### src/rtl/conv_pkg.sv
// Shared definitions for the convolution/argmax engine: command bit positions,
// FSM encoding and the accumulator-width helper.
package conv_pkg;

  localparam int unsigned CMD_W       = 16;
  localparam int unsigned CMD_IN      = 0;
  localparam int unsigned CMD_WEN_LSB = 1;
  localparam int unsigned CMD_WEN_MSB = 8;
  localparam int unsigned CMD_CLR     = 15;

  typedef enum logic [1:0] {
    ST_IDLE = 2'd0,
    ST_MAC  = 2'd1,
    ST_FIN  = 2'd2
  } state_t;

  // Width that holds KSIZE full-scale products without overflow, plus a sign bit.
  function automatic int unsigned accw(input int unsigned dw, input int unsigned ksize);
    return 2 * dw + int'($clog2(ksize)) + 1;
  endfunction

endpackage

### src/rtl/conv_mac.sv
// Registered multiply-accumulate with restart, signed/unsigned operands and an
// optional ReLU on the combinational running sum.
module conv_mac #(
  parameter int unsigned DW     = 8,
  parameter int unsigned ACCW   = 21,
  parameter bit          SIGNED = 1'b1,
  parameter bit          RELU   = 1'b0
) (
  input  logic            clk,
  input  logic            rst,
  input  logic            en,
  input  logic            clr,
  input  logic [DW-1:0]   a,
  input  logic [DW-1:0]   b,
  output logic [ACCW-1:0] sum_c,
  output logic [ACCW-1:0] act_c
);

  localparam int unsigned PW = 2 * DW;

  logic [PW-1:0]   ext_a;
  logic [PW-1:0]   ext_b;
  logic [PW-1:0]   prod;
  logic [ACCW-1:0] prod_ext;
  logic [ACCW-1:0] acc;

  // Extending both operands to the product width keeps the low PW bits exact
  // for two's complement as well as unsigned operands.
  always_comb begin
    if (SIGNED) begin
      ext_a    = {{DW{a[DW-1]}}, a};
      ext_b    = {{DW{b[DW-1]}}, b};
    end else begin
      ext_a    = {{DW{1'b0}}, a};
      ext_b    = {{DW{1'b0}}, b};
    end
    prod = ext_a * ext_b;
    if (SIGNED) prod_ext = {{(ACCW-PW){prod[PW-1]}}, prod};
    else        prod_ext = {{(ACCW-PW){1'b0}}, prod};
    sum_c = (clr ? '0 : acc) + prod_ext;
    act_c = (RELU && SIGNED && sum_c[ACCW-1]) ? '0 : sum_c;
  end

  always_ff @(posedge clk or posedge rst) begin
    if (rst)     acc <= '0;
    else if (en) acc <= sum_c;
  end

endmodule

### src/rtl/conv_argmax_engine.sv
// Single-window convolution with argmax over output channels, driven by the
// Rm/Rn operand bus: weight RAM, window buffer, control FSM and result registers.
module conv_argmax_engine
  import conv_pkg::*;
#(
  parameter int unsigned KSIZE  = 9,
  parameter int unsigned NCH    = 9,
  parameter int unsigned DW     = 8,
  parameter bit          SIGNED = 1'b1,
  parameter bit          RELU   = 1'b0,
  localparam int unsigned ACCW  = accw(DW, KSIZE)
) (
  input  logic            clk_i,
  input  logic            rst,
  input  logic [15:0]     Rm,
  input  logic [15:0]     Rn,
  output logic [3:0]      max_index,
  output logic [ACCW-1:0] max_value,
  output logic            busy_o,
  output logic            done_o,
  output logic            err_o
);

  localparam int unsigned NW = NCH * KSIZE;
  localparam int unsigned AW = (NW > 1) ? $clog2(NW) : 1;
  localparam int unsigned TW = (KSIZE > 1) ? $clog2(KSIZE) : 1;

  logic          cmd_in;
  logic [7:0]    cmd_wen;
  logic          cmd_clr;
  logic          unused_cmd;

  assign cmd_in     = Rn[CMD_IN];
  assign cmd_wen    = Rn[CMD_WEN_MSB:CMD_WEN_LSB];
  assign cmd_clr    = Rn[CMD_CLR];
  assign unused_cmd = ^{Rn[CMD_CLR-1:CMD_WEN_MSB+1], Rm};

  logic [DW-1:0] wmem   [NW];
  logic [DW-1:0] window [KSIZE];

  state_t          state, state_nxt;
  logic [TW-1:0]   cnt;
  logic [TW-1:0]   tap;
  logic [3:0]      ch;
  logic [AW-1:0]   maddr;
  logic [3:0]      best_idx;
  logic [ACCW-1:0] best_val;

  logic smp_acc, wr_req, drop, mac_en, fin, last_tap, last_ch, better;
  logic [8:0] wa0, wa1;
  logic [ACCW-1:0] sum_c, act_c;

  assign last_tap = (tap == TW'(KSIZE - 1));
  assign last_ch  = (ch == 4'(NCH - 1));
  assign wa0      = {cmd_wen - 8'd1, 1'b0};
  assign wa1      = {cmd_wen - 8'd1, 1'b1};

  // Command decode and next state; CLR outranks IN, which outranks Wen.
  always_comb begin
    state_nxt = state;
    smp_acc   = 1'b0;
    wr_req    = 1'b0;
    drop      = 1'b0;
    mac_en    = 1'b0;
    fin       = 1'b0;
    unique case (state)
      ST_IDLE: begin
        if (!cmd_clr) begin
          if (cmd_in) begin
            smp_acc = 1'b1;
            if (cnt == TW'(KSIZE - 1)) state_nxt = ST_MAC;
          end else if (cmd_wen != 8'd0) begin
            wr_req = 1'b1;
          end
        end
      end
      ST_MAC: begin
        if (cmd_clr) begin
          state_nxt = ST_IDLE;
        end else begin
          mac_en = 1'b1;
          drop   = cmd_in || (cmd_wen != 8'd0);
          if (last_tap && last_ch) state_nxt = ST_FIN;
        end
      end
      ST_FIN: begin
        fin       = 1'b1;
        drop      = !cmd_clr && (cmd_in || (cmd_wen != 8'd0));
        state_nxt = ST_IDLE;
      end
      default: state_nxt = ST_IDLE;
    endcase
  end

  conv_mac #(
    .DW    (DW),
    .ACCW  (ACCW),
    .SIGNED(SIGNED),
    .RELU  (RELU)
  ) u_mac (
    .clk  (clk_i),
    .rst  (rst),
    .en   (mac_en),
    .clr  (tap == '0),
    .a    (window[tap]),
    .b    (wmem[maddr]),
    .sum_c(sum_c),
    .act_c(act_c)
  );

  always_comb begin
    if (SIGNED) better = $signed(act_c) > $signed(best_val);
    else        better = act_c > best_val;
  end

  always_ff @(posedge clk_i or posedge rst) begin
    if (rst) state <= ST_IDLE;
    else     state <= state_nxt;
  end

  // Counters, running best, results and status.
  always_ff @(posedge clk_i or posedge rst) begin
    if (rst) begin
      cnt       <= '0;
      tap       <= '0;
      ch        <= '0;
      maddr     <= '0;
      best_idx  <= '0;
      best_val  <= '0;
      max_index <= '0;
      max_value <= '0;
      busy_o    <= 1'b0;
      done_o    <= 1'b0;
      err_o     <= 1'b0;
    end else begin
      if (cmd_clr)      cnt <= '0;
      else if (smp_acc) cnt <= (cnt == TW'(KSIZE - 1)) ? '0 : cnt + TW'(1);

      if (mac_en) begin
        tap   <= last_tap ? '0 : tap + TW'(1);
        ch    <= last_tap ? (last_ch ? '0 : ch + 4'd1) : ch;
        maddr <= (last_tap && last_ch) ? '0 : maddr + AW'(1);
        if (last_tap && (ch == 4'd0 || better)) begin
          best_idx <= ch;
          best_val <= act_c;
        end
      end else begin
        tap   <= '0;
        ch    <= '0;
        maddr <= '0;
      end

      if (fin) begin
        max_index <= best_idx;
        max_value <= best_val;
      end
      busy_o <= (state_nxt != ST_IDLE);
      done_o <= fin;
      err_o  <= err_o | drop;
    end
  end

  // Storage arrays carry no reset; weights survive rst.
  always_ff @(posedge clk_i) begin
    if (smp_acc) window[cnt] <= Rm[DW-1:0];
    if (wr_req) begin
      if (32'(wa0) < NW) wmem[AW'(wa0)] <= Rm[DW-1:0];
      if (32'(wa1) < NW) wmem[AW'(wa1)] <= Rm[8+DW-1:8];
    end
  end

endmodule

### config.mk
export PLATFORM = sky130hd
export DESIGN_NAME = conv_argmax_engine
export DESIGN_NICKNAME = d
export VERILOG_FILES = /design/src/rtl/conv_pkg.sv /design/src/rtl/conv_mac.sv /design/src/rtl/conv_argmax_engine.sv
export SDC_FILE = /design/constraint.sdc
export NUM_CORES = 1
export LEC_CHECK = 0
export BUFFER_PORTS_ARGS = -buffer_cell sky130_fd_sc_hd__clkbuf_2
export CAP_MARGIN = 20
export CORE_MARGIN = 3
export CORE_UTILIZATION = 65
export DETAILED_ROUTE_END_ITERATION = 7
export PLACE_DENSITY = 0.82
export SKIP_LAST_GASP = 1
export SLEW_MARGIN = 10
export SYNTH_ARGS = -nofsm -noshare
export SYNTH_HDL_FRONTEND = slang
export SYNTH_SLANG_ARGS = --single-unit
### constraint.sdc
create_clock -name clk_i -period 20.3 [get_ports clk_i]
set_input_delay 4.06 -clock clk_i [delete_from_list [all_inputs] [get_ports clk_i]]
set_output_delay 4.06 -clock clk_i [all_outputs]
set_load 0.01 [all_outputs]
==> reports/qor.txt <==
Outcome: finished clean
Htree depth: 3
1st-iter DRT viols: 2,633
Syn_area_per_cell: 17.52 µm²
Fmax: 0.08005 GHz
CP bufs+invs: 3
Crit-path max FO: 48
Crit start category: flop
Die X: 242.3 µm
Chip Height: 242.3 µm
FF-to-FF End: best_idx[3]$_DFFE_PP0P_
Final hold violations: 0
Tightest Hold Check Type: reg2reg
Worst hold margin: 472.4 ps
Slew headroom: 21.74%
Worst-Margin Slew: 1174 ps
YS warnings: 0
Final Instance Area: 0.04023 mm²
Setup crit start: maddr[0]$_DFF_PP0_
Hold buffers post-CTS: 0
CP required: 20,820 ps
Final setup viols: 0
Synth cell types: 61
Commonest cells after routing, fill and taps aside: 728 x edfxtp_1, 224 x mux4_2, 177 x nor2_1
Fin crit share: 61.54%
Asr flop ratio synth: 11.54%
CP peak stage delay: 1040 ps
Initial Util: 66.55%
Ys flop type: edfxtp_1
Fraction of layout cells with a size suffix above 1: 21.66%
Pwr dens: 94.77 mW/mm²
Core region area: 0.05456 mm²
Initial antenna violation count: 4
Die ar.: 0.05873 mm²
TritonCTS buffer count: 80
Unrepaired setup endpoints after global routing: false
Placed Area: 0.03732 mm²
Setup bufs post-CTS: 0
Register area share after synthesis: 66.76%
Hpwl dp: 50,350 µm
Global Route Usage Sum: 31.43%
Synthesized cell area: 0.03631 mm²
Max clock buf depth: 3
Fill cells: 3,064
Minimum clock period: 12,490 ps
Reg clk slew, reported paths: 60 ps
Antenna Nets Post-Route: 0
Clock Latency Late Sink: 670 ps
Final wirelength: 90,060 µm
Crit path to: best_idx[3]$_DFFE_PP0P_
First-pass GRT wire length: 135,400 µm
Worst Reg2Reg Path Length in Cells: 36
Number of flops mapped to enable cells by yosys: 728
Pin count of the biggest net entering global routing: 87
CTS tree: yes
LEAKAGE: 13.88 nW
Gp weighted congestion: 0.8272
CTS-repair resized insts: 0
Number of nets in the layout: 2,334
# IOs: 62
Slowest library cell on the worst path: dfrtp_4
Sink Count: 823
FF-to-FF Start: maddr[0]$_DFF_PP0_
# rows: 85
Max Cap Viol: 0
Vias/cell: 6.775
Syn Inst Count: 2,072
DR WL/cell: 30.37 µm
Number of synthesized register bits: 823
Port Buffer Count: 55
Max Slew Vio Count: 0
P&R area growth vs syn: 10.81%
Congestion Overflow GR: 0
Worst setup path class: reg2reg
Setup TNS Final: 0 ps
DRC: 0
WP data arrival: 13,010 ps
Crit path depth: 36
Vias in the first global route: 20,630
CTS Root Cell: clkbuf_16
Vias: 20,090
Commonest non-fill, non-tap cell in the layout: edfxtp_1
Largest delay share family, worst path: compound AO/OA/AOI/OAI gates
Final Skew: 40.57 ps
Worst VDD drop: 0.0001298 V
Crit path capture type: flop
R2R setup slack: 7810 ps
DRT Pass-1 Iters: 8
==> kinds of logic after synthesis <==
group,synth area share (%)
flops,66.76
simple gates,4.894
other cells,0.01033
xor+xnor,1.206
compound gates,2.695
buf+inv,2.488
fa+ha+maj,5.983
mux,15.96
==> synth_stat cells, drive strengths merged (39+ instances only) <==
library cell | number | share of area (%)
ha | 84 | 2.9
buf | 39 | 0.60
inv | 138 | 1.4
o21ai | 39 | 0.54
nor2 | 177 | 1.8
nand2 | 92 | 0.95
fa | 56 | 3.1
clkbuf | 45 | 0.47
edfxtp | 728 | 60
mux4 | 224 | 14
dfrtp | 95 | 6.5
a21oi | 53 | 0.73
==> tightest hold or removal path, cell delays in order (launching register included) <==
cell,delay (ps)
dfrtp_1,340
nand2_1,50
nand2_1,50
==> power breakdown <==
group	switching, mW	internal (mW)	leakage, nW
clock network	0.679	0.893	1.33
registers	0.00308	1.85	7.80
logic	0.252	0.137	4.76
total	0.934	2.88	13.9
==> final cells by class <==
class,instances,area [µm²],share of cell area (%)
clock inverter,54,706.9,1.757
tap,739,924.6,2.298
inverter,138,520.5,1.294
multi-input combinational,1034,11190,27.83
clock buffer,93,2051,5.098
sequential,823,24250,60.27
timing repair buffer,83,581.8,1.446
antenna,1,2.502,0.006220
==> metal layers <==
metal	global-route usage, %	wire [µm]	up-vias
met2	51.04	44710	1414
met5	0	54	-
met3	6.630	9246	251
li1	-	-	8114
met4	11.40	3381	6
met1	43.08	32660	10300
==> state kept, by name, summed over array words and instances, names as in the netlist, 4 cells and up <==
register and cells:
cnt 4, max_value 21, window 72, ch 4, best_val 21, wmem 656
tap 4, max_index 4, u_mac.acc 21, maddr 7, best_idx 4
==> worst min-delay path by stage <==
stage	start	end	slack, ps	cells past startpoint
CTS	u_mac.acc[4]$_DFFE_PP0P_	u_mac.acc[4]$_DFFE_PP0P_	470	2
global route	u_mac.acc[9]$_DFFE_PP0P_	u_mac.acc[9]$_DFFE_PP0P_	490	2
global placement	u_mac.acc[3]$_DFFE_PP0P_	u_mac.acc[3]$_DFFE_PP0P_	450	2
finish	u_mac.acc[4]$_DFFE_PP0P_	u_mac.acc[4]$_DFFE_PP0P_	470	2
detailed placement	u_mac.acc[6]$_DFFE_PP0P_	u_mac.acc[6]$_DFFE_PP0P_	450	2
floorplan	u_mac.acc[10]$_DFFE_PP0P_	u_mac.acc[10]$_DFFE_PP0P_	440	2
==> metrics by stage <==
stage	instances	setup slack [ps]	util, %	power (mW)
global route	2964	7001	73.73	3.926
floorplan	2079	10560	-	2.147
CTS	2957	7842	73.46	3.816
global placement	2810	8225	68.41	2.246
detailed placement	2810	7989	68.41	2.267
finish	2965	7808	73.74	3.813
No activity file was read; power rests on OpenSTA's default activity.
